===== src/rtl/sbi_pkg.sv =====
// Shared types and default sizing for the simple burst interface (SBI).
package sbi_pkg;

  localparam int SbiWidth  = 32;
  localparam int SbiDepth  = 256;
  localparam int SbiMaxLen = 16;
  localparam int SbiAw     = $clog2(SbiDepth);

  typedef enum logic [1:0] {
    IDLE,
    WR,
    RD,
    RD_WAIT
  } sbi_state_e;

  // One registered request-side bus cycle, sized by the package defaults.
  typedef struct packed {
    logic [SbiAw-1:0]    addr;
    logic                start;
    logic                access;
    logic                write;
    logic [SbiWidth-1:0] data;
  } sbiReq_t;

endpackage


===== src/rtl/sbi_master.sv =====
// SBI initiator: turns client burst commands into registered SBI bus beats
// and returns read beats as the responder's bVALID strobes arrive.
module sbi_master
  import sbi_pkg::*;
#(
  parameter int Width  = SbiWidth,
  parameter int Depth  = SbiDepth,
  parameter int MaxLen = SbiMaxLen,
  localparam int Aw = $clog2(Depth),
  localparam int Lw = $clog2(MaxLen) + 1
) (
  input  logic             bCLK,
  input  logic             bRSTn,
  input  logic             cmd_valid_i,
  output logic             cmd_ready_o,
  input  logic             cmd_write_i,
  input  logic [Aw-1:0]    cmd_addr_i,
  input  logic [Lw-1:0]    cmd_len_i,
  input  logic             wdata_valid_i,
  output logic             wdata_ready_o,
  input  logic [Width-1:0] wdata_i,
  output logic [Width-1:0] rdata_o,
  output logic             rdata_valid_o,
  output logic             done_o,
  output logic             busy_o,
  output logic [Aw-1:0]    bADDR,
  output logic             bSTART,
  output logic             bACCESS,
  output logic             bWRITE,
  output logic [Width-1:0] bD,
  input  logic [Width-1:0] bQ,
  input  logic             bVALID
);

  localparam logic [Lw-1:0] MaxLenW = Lw'(MaxLen);

  sbi_state_e       state;
  sbiReq_t          busReg;
  logic [Lw-1:0]    burstLen;
  logic [Lw-1:0]    issueCnt;
  logic [Lw-1:0]    recvCnt;
  logic [Width-1:0] rdataReg;
  logic             rdataValidReg;
  logic             doneReg;

  logic [Lw-1:0]    lenClamped;
  logic [Lw-1:0]    issueNext;
  logic [Lw-1:0]    recvNext;
  logic             wdataFire;
  logic             recvFire;

  assign lenClamped = (cmd_len_i > MaxLenW) ? MaxLenW : cmd_len_i;
  assign issueNext  = issueCnt + Lw'(1);
  assign recvNext   = recvCnt + Lw'(1);
  assign wdataFire  = wdata_valid_i && wdata_ready_o;
  // Responses past the programmed length are dropped without any output change.
  assign recvFire   = bVALID && (recvCnt < burstLen);

  assign cmd_ready_o   = (state == IDLE);
  assign busy_o        = (state != IDLE);
  assign wdata_ready_o = (state == WR) && (issueCnt < burstLen);

  assign bADDR   = busReg.addr;
  assign bSTART  = busReg.start;
  assign bACCESS = busReg.access;
  assign bWRITE  = busReg.write;
  assign bD      = busReg.data;

  assign rdata_o       = rdataReg;
  assign rdata_valid_o = rdataValidReg;
  assign done_o        = doneReg;

  always_ff @(posedge bCLK or negedge bRSTn) begin
    if (!bRSTn) begin
      state         <= IDLE;
      busReg        <= '0;
      burstLen      <= '0;
      issueCnt      <= '0;
      recvCnt       <= '0;
      rdataReg      <= '0;
      rdataValidReg <= 1'b0;
      doneReg       <= 1'b0;
    end else begin
      rdataValidReg <= 1'b0;
      doneReg       <= 1'b0;
      busReg.start  <= 1'b0;
      busReg.access <= 1'b0;

      case (state)
        IDLE: begin
          busReg.write <= 1'b0;
          if (cmd_valid_i) begin
            burstLen <= lenClamped;
            issueCnt <= '0;
            recvCnt  <= '0;
            if (lenClamped == '0) begin
              doneReg <= 1'b1;
            end else if (cmd_write_i) begin
              state        <= WR;
              busReg.addr  <= cmd_addr_i;
              busReg.write <= 1'b1;
            end else begin
              // Reads need no data, so the first beat goes out right away.
              state         <= (lenClamped == Lw'(1)) ? RD_WAIT : RD;
              busReg.addr   <= cmd_addr_i;
              busReg.start  <= 1'b1;
              busReg.access <= 1'b1;
              issueCnt      <= Lw'(1);
            end
          end
        end

        WR: begin
          busReg.write <= 1'b1;
          if (wdataFire) begin
            busReg.data   <= wdata_i;
            busReg.access <= 1'b1;
            busReg.start  <= (issueCnt == '0);
            issueCnt      <= issueNext;
            if (issueNext == burstLen) begin
              state   <= IDLE;
              doneReg <= 1'b1;
            end
          end
        end

        RD, RD_WAIT: begin
          if (state == RD) begin
            busReg.access <= 1'b1;
            issueCnt      <= issueNext;
            if (issueNext == burstLen) state <= RD_WAIT;
          end
          // Completion is decided by returned beats only; it also overrides issuing.
          if (recvFire) begin
            rdataReg      <= bQ;
            rdataValidReg <= 1'b1;
            recvCnt       <= recvNext;
            if (recvNext == burstLen) begin
              state   <= IDLE;
              doneReg <= 1'b1;
            end
          end
        end

        default: state <= IDLE;
      endcase
    end
  end

endmodule


===== config.mk =====
export PLATFORM = sky130hd
export DESIGN_NAME = sbi_master
export DESIGN_NICKNAME = d
export VERILOG_FILES = /design/src/rtl/sbi_pkg.sv /design/src/rtl/sbi_master.sv
export SDC_FILE = /design/constraint.sdc
export NUM_CORES = 1
export LEC_CHECK = 0
export ABC_AREA = 1
export ABC_CLOCK_PERIOD_IN_PS = 1900
export BUFFER_PORTS_ARGS = -buffer_cell sky130_fd_sc_hd__buf_2
export CAP_MARGIN = 20
export CORE_UTILIZATION = 25
export CTS_CLUSTER_SIZE = 40
export DETAILED_ROUTE_END_ITERATION = 8
export HOLD_SLACK_MARGIN = 0.06
export MAX_ROUTING_LAYER = met4
export PLACE_DENSITY = 0.52
export SETUP_SLACK_MARGIN = 0.3
export SLEW_MARGIN = 40
export SYNTH_ARGS = -nofsm -noshare
export SYNTH_HDL_FRONTEND = slang
export SYNTH_SLANG_ARGS = --single-unit

===== constraint.sdc =====
create_clock -name bCLK -period 1.9 [get_ports bCLK]
set_clock_uncertainty 0.2 [all_clocks]
set_input_delay 0.19 -clock bCLK [delete_from_list [all_inputs] [get_ports bCLK]]
set_output_delay 0.19 -clock bCLK [all_outputs]
set_load 0.01 [all_outputs]

Word level (Yosys, flattened, before mapping)
Index checks and enable logic that the tools add are counted.

Register bits after elaboration: 94. Output and inout bits: 80. Logic and storage cells: 86. Input port bits: 83.

Muxes and demuxes: 39. $add $sub $neg: 2. Reductions and logical operators: 17. $lt $le $gt $ge: 3. Bitwise logic cells: 1. Equality and inequality tests: 12.

Operator list (number): $mux 5 (6); $mux 2 (11); $pmux 5 s3 (1); $mux 1 (13); $add 5x1->5 const B (2); $eq 5x5->1 (2); $logic_not 5->1 (2); $lt 5x5->1 (2); $ne 2x2->1 const B (5); $pmux 5 s2 (1); $reduce_and 3->1 (3); $mux 3 (2); $pmux 1 s3 (2); $pmux 2 s3 (1); $reduce_and 2->1 (3); $reduce_bool 2->1 (3); $eq 5x1->1 const B (1); $gt 5x5->1 const B (1); $eq 2x2->1 const B (2); $pmux 1 s2 (2); $reduce_and 4->1 (1); $logic_and 1x1->1 (3); $eq 2x1->1 const B (1); $logic_not 2->1 (1); 3 further kinds (3).

Logic depth before layout (Yosys ltp)
Depth in word-level cells: 8. Depth in mapped cells: 13. Gate-level depth less buffers: 13.

Worst setup path after synthesis
OpenSTA, ideal clock, no wires.

Path type: reg-to-reg. Start point: reg burstLen[2]. End point: reg state[0]. Path slack: -0.066 ns. Data required time: 1.584 ns. Setup time: 0.116 ns. Arrival time: 1.650 ns. Cell stages (with the launch flop): 12. Buffers on the path: 1. Period minus slack after synthesis: 1.966 ns. Cell sequence: dfrtp_1 inv_1 ha_1 nand2_1 inv_1 o21ai_1 o211a_1 nand3_2 buf_6 or2_0 nand2_1 nand2_1.

Longest elaborated chain between the ends: 6. Elaborated cells on any way between the ends: 15. Classes of those cells: order compare (2); eq/ne (4); mux (5); reduce/logical (4).

Ends and longest elaborated chain: start: declaration (RTL line sbi_master.sv:39) `logic [Lw-1:0] burstLen;`; start signal: assignment (RTL line sbi_master.sv:93) `burstLen <= lenClamped;`; $eq 5x5->1 (RTL line sbi_master.sv:120, sbi_master.sv:131); $mux 2 (RTL line sbi_master.sv:131) `if (issueNext == burstLen) state <= RD_WAIT;`; $mux 2 (RTL line sbi_master.sv:128) `if (state == RD) begin`; $mux 2 (RTL line sbi_master.sv:138) `if (recvNext == burstLen) begin`; $mux 2 (RTL line sbi_master.sv:134) `if (recvFire) begin`; $pmux 2 s3 (RTL line sbi_master.sv:89) `case (state)`; end signal: assignment (RTL line sbi_master.sv:104) `state <= (lenClamped == Lw'(1)) ? RD_WAIT : RD;`; end: declaration (RTL line sbi_master.sv:37) `sbi_state_e state;`.

Parallel ways exist; a longest one is shown, timed or not. A chain may end at the register's enable or synchronous reset.

Worst setup path in the final report
Start point: reg burstLen[4]. End point: reg state[0].

Same word-level chain as after synthesis.

==> impl_metrics.json <==
{
  "status": "complete, but fails checks",
  "violations": "negative setup slack",
  "clkLatencyLatePin_ns": 0.35,
  "cp_cell_sequence": "inv_2, buf_12, ha_4, nand2_4, nor2_4, nand2_2, nand3_4, nor2_4, buf_6, buf_6, nand4_1, nand3_2, nand2_1, nand2_1, nand2_1",
  "htree_num_levels": 3,
  "drc": 0,
  "post-synth-top-count-cell": "nand2_1",
  "cp.required_ns": 1.95,
  "clk_pin_slew_ns": 0.07,
  "syn_avg_cell_area_sq_um": 8.685,
  "dp_hpwl_um": 8106,
  "cp_num_buf_inv": 4,
  "initial_utilization_pct": 25.78,
  "reg2reg_from": "burstLen[4]$_DFFE_PN0P_",
  "cts_tree": "done",
  "clockBufferDepth": 2,
  "placed_area_sq_um": 5677,
  "cts_buffers": 9,
  "area_growth_pct": 80.17,
  "endpoint_kind": "flop",
  "stdcell_area_sq_um": 7730,
  "ys_types": 30,
  "drt-initial-drc-count": 168,
  "r2r-end": "state[0]$_DFFE_PN0P_",
  "insertedDiodeCount": 0,
  "final_core_util_pct": 46.45,
  "setup_tns_ns": -12.55,
  "synthArstFlopShare_pct": 100.0,
  "synth_seq_cells": 94,
  "rsz0062_at_grt": "yes",
  "cp_max_fo": 3,
  "grt_pass1_wl_um": 22330,
  "tightest_slew_ns": 0.4116,
  "setup_violations": 81,
  "rows": 47,
  "dieArea_sq_um": 17690,
  "p_leak_uw": 0.004135,
  "antenna_found_initial": 0,
  "port_buffers": 162,
  "cp_slowest_cell": "dfrtp_1",
  "drive_above_1_share_pct": 45.48,
  "fin_ws_ns": -0.2475,
  "total_power_uw": 12550,
  "wl_met2_um": 7021,
  "synth-seq-area-share_pct": 54.83,
  "cts_root_buf": "clkbuf_16",
  "ff2ff_setup_slack_ns": -0.25,
  "synth_nets": 590,
  "yosysWarnings": 0,
  "post-place-ws_ns": -0.1162,
  "synth_edf_count": 0,
  "slew_headroom_pct": 72.56,
  "power_density_nw_per_um2": 1623,
  "track_usage_pct": 16.90,
  "final_hold_viol_count": 0,
  "wl_per_cell_um": 13.94,
  "peakVddDrop_mv": 0.5899,
  "met1_length_um": 6507,
  "dr.pass1.iters": 6,
  "cpLargestDelayFamily": "simple AND/OR/NAND/NOR gates",
  "syn-instance-count": 494,
  "ios": 163,
  "slew_viol_final": 0,
  "synth_area_sq_um": 4290,
  "grt-ovfl-total": 0,
  "dr_wl_met3_um": 520,
  "route.top_layer_used": "met4",
  "grt_max_degree": 46,
  "num-nets-final": 899,
  "arrival_ns": 2.19,
  "vias": 4323,
  "yosys.area.top_type_share_pct": 54.83,
  "synth_ff_type": "dfrtp_1",
  "clock.fmax_mhz": 465.7,
  "fin_crit_sh_pct": 113.0,
  "synth_area_leaders": "dfrtp_1 55%, nand2_1 17%, inv_1 5.7%, o21ai_0 4.2%, ha_1 3.8%",
  "die_x_um": 133,
  "viasPerCell": 4.209,
  "synthTopCellsByCount": "191 x nand2_1, 94 x dfrtp_1, 65 x inv_1, 36 x o21ai_0, 19 x nand3_1",
  "maxCapViolCount": 0,
  "cp_common_cell": "nand2_1",
  "grt_pass1_vias": 4443,
  "critPathKind": "reg2reg",
  "clock_sinks": 94,
  "r2r_cells": 15,
  "synth_top_area_cell": "dfrtp_1",
  "routed_wl_um": 14310,
  "hold_class": "in2async",
  "core_sq_um": 16640,
  "drtAntennaViolNets": 0,
  "cpPeakStageDelay_ns": 0.39,
  "fill_cells": 1550,
  "startpoint_type": "flop",
  "place.gp.congestion": 0.8671,
  "die_y_um": 133,
  "fin_crit_ns": 2.148
}
worst reg2reg max path, delay by kind of cell, from the launching register on:
kind | cells | cell delay (ns)
buf+inv | 4 | 0.41
simple gates | 10 | 0.85
flops | 1 | 0.39
fa+ha+maj | 1 | 0.20
layout by cell type, fill, tap and decap left out, types with 12 or more instances in the layout:
cell and count:
dlygate4sd3_1 80, nand2_2 49, o21ai_1 23, inv_1 59, buf_6 15, buf_4 38
nand2_1 123, nand3_1 15, buf_2 160, o21ai_0 12, dfrtp_1 92, nand2_4 20
sequential cells by signal, summed over array words and instances (netlist names):
| name | count |
|---|---|
| issueCnt | 5 |
| bWRITE | 1 |
| bD | 32 |
| done_o | 1 |
| rdata_o | 32 |
| recvCnt | 5 |
| rdata_valid_o | 1 |
| bSTART | 1 |
| state | 2 |
| bACCESS | 1 |
| burstLen | 5 |
| bADDR | 8 |
worst max path at each step:
stage               slack (ns)                    to  cells past startpoint                    start
finish                   -0.25  state[0]$_DFFE_PN0P_                     15  burstLen[4]$_DFFE_PN0P_
global route             -0.34    bD[22]$_DFFE_PN0P_                     12  burstLen[3]$_DFFE_PN0P_
CTS                      -0.21         wdata_ready_o                      8  issueCnt[4]$_DFFE_PN0P_
detailed placement       -0.12      done_o$_DFF_PN0_                     12  burstLen[4]$_DFFE_PN0P_
global placement         -0.14      done_o$_DFF_PN0_                     12  burstLen[4]$_DFFE_PN0P_
floorplan                -0.05  state[0]$_DFFE_PN0P_                     10  issueCnt[2]$_DFFE_PN0P_
power by group:
part	total (uW)	switching, uW	leakage [uW]	internal [uW]
Combinational	7220	3610	0.00283	3600
Sequential	3610	668	0.00117	2940
Clock	1720	808	0.000131	917
layout make-up:
| cell class | instances | area (sq um) | area share [%] |
|---|---|---|---|
| clock buffer | 10 | 239.0 | 3.092 |
| clock inverter | 5 | 33.78 | 0.4370 |
| multi-input combinational | 316 | 2031 | 26.27 |
| sequential | 94 | 2355 | 30.46 |
| tap | 220 | 275.3 | 3.561 |
| timing repair buffer | 312 | 2516 | 32.55 |
| inverter | 70 | 280.3 | 3.626 |
kinds of logic after synthesis:
| group | count (synthesis) | synth area share [%] |
|---|---|---|
| AND/OR/NAND/NOR | 241 | 23.74 |
| flip-flops | 94 | 54.83 |
| buffers and inverters | 84 | 8.165 |
| AO/OA/AOI/OAI | 54 | 6.678 |
| adder cells (fa/ha/maj) | 13 | 3.791 |
| multiplexers | 8 | 2.800 |
layer usage:
metal,vias up,GRT usage [%]
met3,18,2.759
met2,116,27.34
met5,-,-
met1,2019,20.94
li1,2170,-
met4,0,6.897
through the flow:
stage	instances	hold slack (ns)
final	1027	0.1061
after global routing	1027	0.1280
after CTS	1019	0.1133
after detailed placement	900	-0.04375
after global placement	900	-0.04708
after floorplan	494	-0.3056
timing repair:
| item | CTS | global route |
|---|---|---|
| hold buffers | 80 | 0 |
| setup endpoints to repair | 92 | 94 |
| hold endpoints to repair | 176 | 0 |
| gates resized for setup | 76 | 100 |
| pin swaps | 33 | 12 |
| buffers inserted | 14 | 7 |
| gates cloned | 10 | 1 |
Power figures use the tool's default switching activity.
